File: config.mk
export PLATFORM = sky130hd
export DESIGN_NAME = stage_counter_flat
export DESIGN_NICKNAME = d
export VERILOG_FILES = /design/src/rtl/stage_counter_if.sv /design/src/rtl/stage_counter.sv /design/src/flat_wrapper.sv
export SDC_FILE = /design/constraint.sdc
export NUM_CORES = 1
export LEC_CHECK = 0
export ABC_AREA = 1
export ABC_CLOCK_PERIOD_IN_PS = 2500
export CAP_MARGIN = 20
export CORE_AREA = 2 2 51 53
export CTS_CLUSTER_DIAMETER = 80
export DETAILED_ROUTE_END_ITERATION = 8
export DIE_AREA = 0 0 53 55
export PLACE_DENSITY = 0.77
export SETUP_SLACK_MARGIN = 0.02
export SYNTH_ARGS = -nofsm -noshare
export SYNTH_HDL_FRONTEND = slang
export SYNTH_SLANG_ARGS = --single-unit
File: constraint.sdc
create_clock -name clk -period 2.5 [get_ports clk]
set_clock_uncertainty 0.05 [all_clocks]
set_input_delay 0.375 -clock clk [delete_from_list [all_inputs] [get_ports clk]]
set_output_delay 0.375 -clock clk [all_outputs]
set_load 0.05 [all_outputs]
File: src/rtl/stage_counter_if.sv
// Bundle of the stage sequencer's control inputs and decoded stage outputs.
// master = control unit side, slave = the sequencer itself.
interface stage_counter_if #(
  parameter int WIDTH       = 3,
  parameter int N_STAGES    = 5,
  parameter int ROUND_WIDTH = 16
) ();
  logic                   en;
  logic                   restart;
  logic [WIDTH-1:0]       out;
  logic [N_STAGES-1:0]    stage_onehot;
  logic                   first_o;
  logic                   last_o;
  logic                   wrap_o;
  logic [ROUND_WIDTH-1:0] round_count;

  modport master (
    output en, restart,
    input  out, stage_onehot, first_o, last_o, wrap_o, round_count
  );

  modport slave (
    input  en, restart,
    output out, stage_onehot, first_o, last_o, wrap_o, round_count
  );
endinterface

File: src/rtl/stage_counter.sv
// Free-running instruction-stage sequencer: cycles FIRST_STAGE..LAST_STAGE,
// with one-hot decode, a registered wrap strobe and a completed-round counter.
module stage_counter #(
  parameter int WIDTH       = 3,
  parameter int FIRST_STAGE = 1,
  parameter int LAST_STAGE  = 5,
  parameter int ROUND_WIDTH = 16
) (
  input  logic           clk,
  input  logic           reset,
  stage_counter_if.slave bus
);
  localparam int N_STAGES = LAST_STAGE - FIRST_STAGE + 1;
  localparam logic [WIDTH-1:0] FIRST_V = WIDTH'(FIRST_STAGE);
  localparam logic [WIDTH-1:0] LAST_V  = WIDTH'(LAST_STAGE);

  logic [WIDTH-1:0]       stage_q;
  logic                   wrap_q;
  logic [ROUND_WIDTH-1:0] round_q;
  logic                   in_range;
  logic                   at_last;
  logic [N_STAGES-1:0]    onehot;

  assign in_range = (int'(stage_q) >= FIRST_STAGE) && (int'(stage_q) <= LAST_STAGE);
  assign at_last  = (stage_q == LAST_V);

  // Priority: reset > restart > advance > stall. An out-of-range stage
  // recovers to FIRST_STAGE silently, without counting a round.
  always_ff @(posedge clk) begin
    if (!reset) begin
      stage_q <= FIRST_V;
      wrap_q  <= 1'b0;
      round_q <= '0;
    end else if (bus.restart) begin
      stage_q <= FIRST_V;
      wrap_q  <= 1'b0;
    end else if (bus.en) begin
      if (!in_range) begin
        stage_q <= FIRST_V;
        wrap_q  <= 1'b0;
      end else if (at_last) begin
        stage_q <= FIRST_V;
        wrap_q  <= 1'b1;
        round_q <= round_q + ROUND_WIDTH'(1);
      end else begin
        stage_q <= stage_q + WIDTH'(1);
        wrap_q  <= 1'b0;
      end
    end else begin
      wrap_q <= 1'b0;
    end
  end

  always_comb begin
    onehot = '0;
    for (int i = 0; i < N_STAGES; i++) begin
      if (int'(stage_q) == FIRST_STAGE + i) onehot[i] = 1'b1;
    end
  end

  assign bus.out          = stage_q;
  assign bus.stage_onehot = onehot;
  assign bus.first_o      = (stage_q == FIRST_V);
  assign bus.last_o       = at_last;
  assign bus.wrap_o       = wrap_q;
  assign bus.round_count  = round_q;
endmodule

File: src/flat_wrapper.sv
// flat-port wrapper written by rule: the top's interface ports become plain ports
module stage_counter_flat 
#(
  parameter int WIDTH       = 3,
  parameter int FIRST_STAGE = 1,
  parameter int LAST_STAGE  = 5,
  parameter int ROUND_WIDTH = 16
)
  (clk, reset, bus_en, bus_restart, bus_out, bus_stage_onehot, bus_first_o, bus_last_o, bus_wrap_o, bus_round_count);
  stage_counter_if #(.WIDTH(WIDTH), .N_STAGES(5), .ROUND_WIDTH(ROUND_WIDTH)) bus_i ();
  input  logic clk;
  input  logic reset;
  input wire logic [$bits(bus_i.en)-1:0] bus_en;
  input wire logic [$bits(bus_i.restart)-1:0] bus_restart;
  output wire logic [$bits(bus_i.out)-1:0] bus_out;
  output wire logic [$bits(bus_i.stage_onehot)-1:0] bus_stage_onehot;
  output wire logic [$bits(bus_i.first_o)-1:0] bus_first_o;
  output wire logic [$bits(bus_i.last_o)-1:0] bus_last_o;
  output wire logic [$bits(bus_i.wrap_o)-1:0] bus_wrap_o;
  output wire logic [$bits(bus_i.round_count)-1:0] bus_round_count;
  assign bus_i.en = bus_en;
  assign bus_i.restart = bus_restart;
  assign bus_out = bus_i.out;
  assign bus_stage_onehot = bus_i.stage_onehot;
  assign bus_first_o = bus_i.first_o;
  assign bus_last_o = bus_i.last_o;
  assign bus_wrap_o = bus_i.wrap_o;
  assign bus_round_count = bus_i.round_count;
  stage_counter #(.WIDTH(WIDTH), .FIRST_STAGE(FIRST_STAGE), .LAST_STAGE(LAST_STAGE), .ROUND_WIDTH(ROUND_WIDTH)) u_core (.clk(clk), .reset(reset), .bus(bus_i));
endmodule
==> impl_metrics.csv, run 1 <==
group,metric,value,unit
pwr,vdd_drop_max,0.000302,V
timing,worstMarginPinSlew,0.514,ns
placed_design,gp_congestion,0.862,
cells_and_area,fin_area,1490,µm²
cts,cts_hold_buf,0,
synth,syn_nets,191,
grt,use_met1,0.231,
worst_setup_path,required,2.08,ns
floorplanning,initial_core_util,0.485,
routing,drt_iter0_drc,8,
timing,rsz0062_at_grt,"no",
synth,yosys.area_share.simple,0.389,
routing,drtPass1Iterations,4,
routing,routedWlPerCell,9.84,µm
timing,timing.fmax,0.427,GHz
timing,finalHoldViolCount,0,
run,drv_cap,0,
synth,synthXorXnorAreaFrac,0,
worst_setup_path,arrival,1.92,ns
timing,min_period,2.34,ns
synth,syn_avg_cell_area,6.20,µm²
cts,cts_resized,0,
synth,synth_flop_cell,"dfxtp_1",
cts,cts_buffers,3,
worst_setup_path,endpoint_kind,"output pin",
synth,synth_seq_cells,20,
pwr,clkPwrFrac,0.329,
grt,overflow,0,
floorplanning,io_pins,31,
synth,synth_top_cell_by_area,"dfxtp_1",
synth,ys.warnings.count,0,
worst_setup_path,cp_top_family,"buffers and inverters",
synth,netlist_area,1150,µm²
pwr,p_sw,0.150,mW
cells_and_area,syn2layout_area_growth,29.9,%
pwr,power.density,392,nW/µm²
pwr,power_switching_share,0.258,
worst_setup_path,crit_buf_inv,1,
routing,drc,0,
worst_setup_path,crit_slowest_cell,"clkdlybuf4s50_1",
timing,setup_viol_count_final,0,
grt,grt_pass1_wl,4.02,mm
cts,insertion_delay,0.31,ns
synth,ys_types,20,
cts,cts-root-buf,"clkbuf_4",
floorplanning,die_y,55,µm
grt,top_usage_layer,"met2",
hold_path,hp-class,"flop to flop",
cts,cts_htree_levels,1,
synth,synthArstFlopShare,0,
timing,setup_tns,0,ns
placed_design,hpwl,1.79,mm
grt,antenna_found_initial,0,
worst_setup_path,path_cells,"nand2_1 -> nor2_1 -> clkdlybuf4s50_1",
synth,synth_edf_count,0,
routing,ant_nets,0,
timing,timing.final.crit_share,0.937,
cts,cts_num_sinks,20,
cells_and_area,drive_gt1_frac,0.0605,
routing,via_per_inst,4.81,
worst_setup_path,worstSetupPathType,"flop to output pin",
synth,synthAdderAreaFrac,0.0218,
status,outcome,"complete, no violations",
pwr,internal_power,0.433,mW
synth,ys_seq_area_frac,0.349,
grt,use_met3,0.0376,
timing,relSlewSlack,0.656,
cells_and_area,area.sequential,400,µm²
worst_setup_path,crit_fanout,7,
pwr,combPwrFrac,0.116,
synth,netlist.area_leader.share,0.349,
synth,synthMuxAreaShare,0,
synth,synth_common_cells,"nand2_1, inv_1, nor2_1",
synth,synth_compound_area_frac,0.0852,
placed_design,port_buffers,30,
grt,grt_use_met2,0.308,
routing,num_vias,1178,
synth,synth_top_family_by_area,"simple AND/OR/NAND/NOR gates",
synth,yosys-top-cells-area,"dfxtp_1, nand2_1, inv_1, nor2_1, nand3_1",
grt,grt_usage,0.190,
cells_and_area,multi_input_area,568,µm²
cts,cts_tree,"done",
synth,synth.most_common_cell,"nand2_1",
routing,totalWireLength,2.41,mm
cts,clk_path_buf_depth,2,
pwr,power.leakage,0.638,nW
pwr,seq_power_share,0.555,
worst_setup_path,startpoint_type,"flop",
grt,first_global_vias,1001,
worst_setup_path,max_stage_delay,0.83,ns
floorplanning,fp.dieW,53,µm
cts,cts_setup_buffers,0,
cts,clk_pin_slew_worst_paths,0.12,ns
placed_design,placed_area,1450,µm²
floorplanning,core_area,2360,µm²
floorplanning,row_count,18,
cells_and_area,num-fill-cells,228,
grt,grt_max_degree,24,
worst_setup_path,r2r_slack,0.81,ns
timing,slew_viol_final,0,
floorplanning,die_area,2920,µm²
synth,synth_cells,185,
cells_and_area,diodes,0,
cells_and_area,fin_nets,222,
routing by layer:
layer | share of wire | vias up
met4 | 0.019 | 0
met1 | 0.48 | 517
met5 | 0 | -
met3 | 0.046 | 4
li1 | - | 627
met2 | 0.46 | 30
tightest hold or removal path, stage by stage (launching register included):
cell and delay [ns]:
dfxtp_1 0.35, inv_1 0.07, a21oi_2 0.05
cells by family after synthesis:
group | Yosys count
adders and majority gates | 2
DFF | 20
buffers and inverters | 41
and+or+nand+nor | 105
AOI/OAI and AO/OA | 17
flip-flops by register name, indices dropped and copies added, names as in the netlist:
register                count
u_core.bus.wrap_o           1
u_core.bus.out              3
u_core.bus.round_count     16
power groups by stage:
| stage | combinational, mW | clock [mW] | sequential, mW |
|---|---|---|---|
| after CTS | 0.0678 | 0.198 | 0.324 |
| after global placement | 0.0669 | 0 | 0.331 |
| after detailed placement | 0.0677 | 0 | 0.331 |
| after floorplan | 0.0398 | 0 | 0.337 |
| final | 0.0677 | 0.192 | 0.324 |
| after global routing | 0.0731 | 0.213 | 0.324 |
cell type report:
| type | instances | area share |
|---|---|---|
| Sequential cell | 20 | 0.269 |
| Timing Repair Buffer | 32 | 0.212 |
| Inverter | 35 | 0.0882 |
| Tap cell | 30 | 0.0252 |
| Clock buffer | 4 | 0.0244 |
| Multi-Input combinational cell | 124 | 0.382 |
path summary, 6_finish.rpt:
path / start / endpoint / depth (start not counted)
min reg2reg: u_core.bus.round_count[12] / u_core.bus.round_count[12] / 2
max: u_core.bus.out[0] / bus_last_o / 3
min: u_core.bus.round_count[12] / u_core.bus.round_count[12] / 2
max reg2reg: u_core.bus.out[2] / u_core.bus.round_count[9] / 9
cells in the final DEF, fill, tap and decap left out, drive strengths merged:
master	count
nand2	48
inv	35
nor2	31
clkdlybuf4s50	30
dfxtp	20
nand3	17
a21oi	10
o21ai	5
nand4	5
nor3	4
clkbuf	4
ha	2
buf	2
o21a	1
o211ai	1
stage by stage:
stage	std cells	utilization	worst slack, ns	hold WS, ns	power, mW
after floorplan	185	-	0.151	0.418	0.377
after global placement	241	0.614	0.468	0.421	0.398
after detailed placement	241	0.614	0.343	0.438	0.399
after CTS	245	0.630	0.151	0.454	0.589
after global routing	245	0.630	0.0576	0.477	0.610
final	245	0.630	0.156	0.451	0.583
(Power assumes the default switching activity.)
==> run 2, diff against run 1 <==
- MAX_ROUTING_LAYER: unset -> met4
==> run 2 against run 1 <==
Non-clock buffer count is the same. Clock power about the same. Die area unchanged. Sequential power hardly changed. Largest cell class unchanged.
==> impl_metrics.csv, run 2 (synthesis gave the netlist of run 1 again) <==
group,metric,value,unit
cts,clk_pin_slew_worst_paths,0.12,ns
worst_setup_path,reg2reg_depth,9,
cells_and_area,stdcell_count,245,
timing,setup_tns,0,ns
grt,grt_pass1_wl,4.02,mm
cells_and_area,mostFrequentLayoutCells,"nand2_1, inv_1, clkdlybuf4s50_1",
worst_setup_path,required,2.08,ns
routing,via_per_inst,4.82,
timing,setup_viol_count_final,0,
cts,cts_hold_buf,0,
cts,cts_setup_buffers,0,
cells_and_area,num-fill-cells,228,
timing,timing.final.crit_share,0.937,
cts,insertion_delay,0.31,ns
grt,grt_max_degree,24,
timing,relSlewSlack,0.656,
routing,routedWlPerCell,9.87,µm
worst_setup_path,r2r_slack,0.81,ns
floorplanning,die_y,55,µm
placed_design,hpwl,1.79,mm
worst_setup_path,endpoint_kind,"output pin",
grt,grt_usage,0.195,
pwr,power.density,392,nW/µm²
cells_and_area,largest_reg_flops,16,
routing,drt_iter0_drc,9,
hold_path,hp-class,"flop to flop",
cts,cts_num_sinks,20,
worst_setup_path,worstSetupPathType,"flop to output pin",
timing,min_period,2.34,ns
placed_design,port_buffers,30,
routing,num_vias,1182,
worst_setup_path,crit_fanout,7,
floorplanning,die_area,2920,µm²
timing,timing.fmax,0.427,GHz
run,drv_cap,0,
floorplanning,fp.dieW,53,µm
floorplanning,row_count,18,
grt,first_global_vias,1001,
timing,finalHoldViolCount,0,
routing,totalWireLength,2.42,mm
timing,slew_viol_final,0,
cells_and_area,diodes,0,
routing,ant_nets,0,
timing,worstMarginPinSlew,0.514,ns
placed_design,gp_congestion,0.876,
cells_and_area,area.sequential,400,µm²
cells_and_area,final_common_cell,"nand2_1",
cts,cts-root-buf,"clkbuf_4",
floorplanning,initial_core_util,0.485,
placed_design,dpl.cell_count,241,
timing,rsz0062_at_grt,"no",
grt,antenna_found_initial,0,
hold_path,worstHoldEndpoint,"u_core.bus.round_count[12]",
floorplanning,core_area,2360,µm²
grt,overflow,0,
routing,drc,0,
hold_path,min_path_cells,2,
hold_path,min_from,"u_core.bus.round_count[12]",
worst_setup_path,startpoint_type,"flop",
worst_setup_path,timing.rr.start,"u_core.bus.out[2]",
status,outcome,"complete, no violations",
cells_and_area,fin_nets,222,
cts,cts_buffers,3,
cells_and_area,multi_input_area,568,µm²
cts,cts_tree,"done",
cells_and_area,drive_gt1_frac,0.0605,
worst_setup_path,arrival,1.92,ns
cells_and_area,syn2layout_area_growth,29.9,%
cts,cts_resized,0,
routing,drtPass1Iterations,4,
pwr,power.leakage,0.638,nW
timing,holdWs,0.451,ns
pwr,vdd_drop_max,0.000303,V
cts,cts_htree_levels,1,
cts,clk_path_buf_depth,2,
floorplanning,io_pins,31,
worst_setup_path,timing.rr.end,"u_core.bus.round_count[9]",
==> run 2: power breakdown <==
group	switching [mW]	internal [mW]
logic	0.0445	0.0232
registers	0.00326	0.321
clock network	0.103	0.0889
==> run 2: metal layers <==
metal / share of wire / wire [µm] / up-vias / track usage
met5: 0 / 0 / - / -
met4: 0.019 / 46 / 0 / 0.120
met3: 0.045 / 109 / 4 / 0.0349
met2: 0.46 / 1110 / 32 / 0.308
met1: 0.48 / 1160 / 519 / 0.233
li1: - / - / 627 / -
==> run 2: cell type report <==
cell class | instances | share of cell area
Sequential cell | 20 | 0.269
Multi-Input combinational cell | 124 | 0.382
Clock buffer | 4 | 0.0244
Tap cell | 30 | 0.0252
Inverter | 35 | 0.0882
Timing Repair Buffer | 32 | 0.212
==> run 2: through the flow <==
stage	total power, mW	setup WS (ns)	instance area (µm²)	util
global route	0.610	0.0576	1490	0.630
finish	0.583	0.157	1490	0.630
CTS	0.589	0.151	1490	0.630
global placement	0.398	0.468	1450	0.614
floorplan	0.377	0.151	1150	-
detailed placement	0.399	0.343	1450	0.614
==> run 2: worst max-delay path by stage <==
stage | startpoint | endpoint | slack, ns | cells past startpoint
floorplan | u_core.bus.out[2] | bus_stage_onehot[4] | 0.15 | 3
global placement | bus_en | u_core.bus.round_count[13] | 0.47 | 10
detailed placement | bus_en | u_core.bus.round_count[9] | 0.34 | 10
CTS | u_core.bus.out[0] | bus_last_o | 0.15 | 3
global route | u_core.bus.out[0] | bus_stage_onehot[4] | 0.06 | 3
finish | u_core.bus.out[0] | bus_last_o | 0.16 | 3
==> run 2: worst max-delay path: stages (launching register included) <==
cell,delay (ns)
dfxtp_1,0.45
nand2_1,0.14
nor2_1,0.19
clkdlybuf4s50_1,0.83
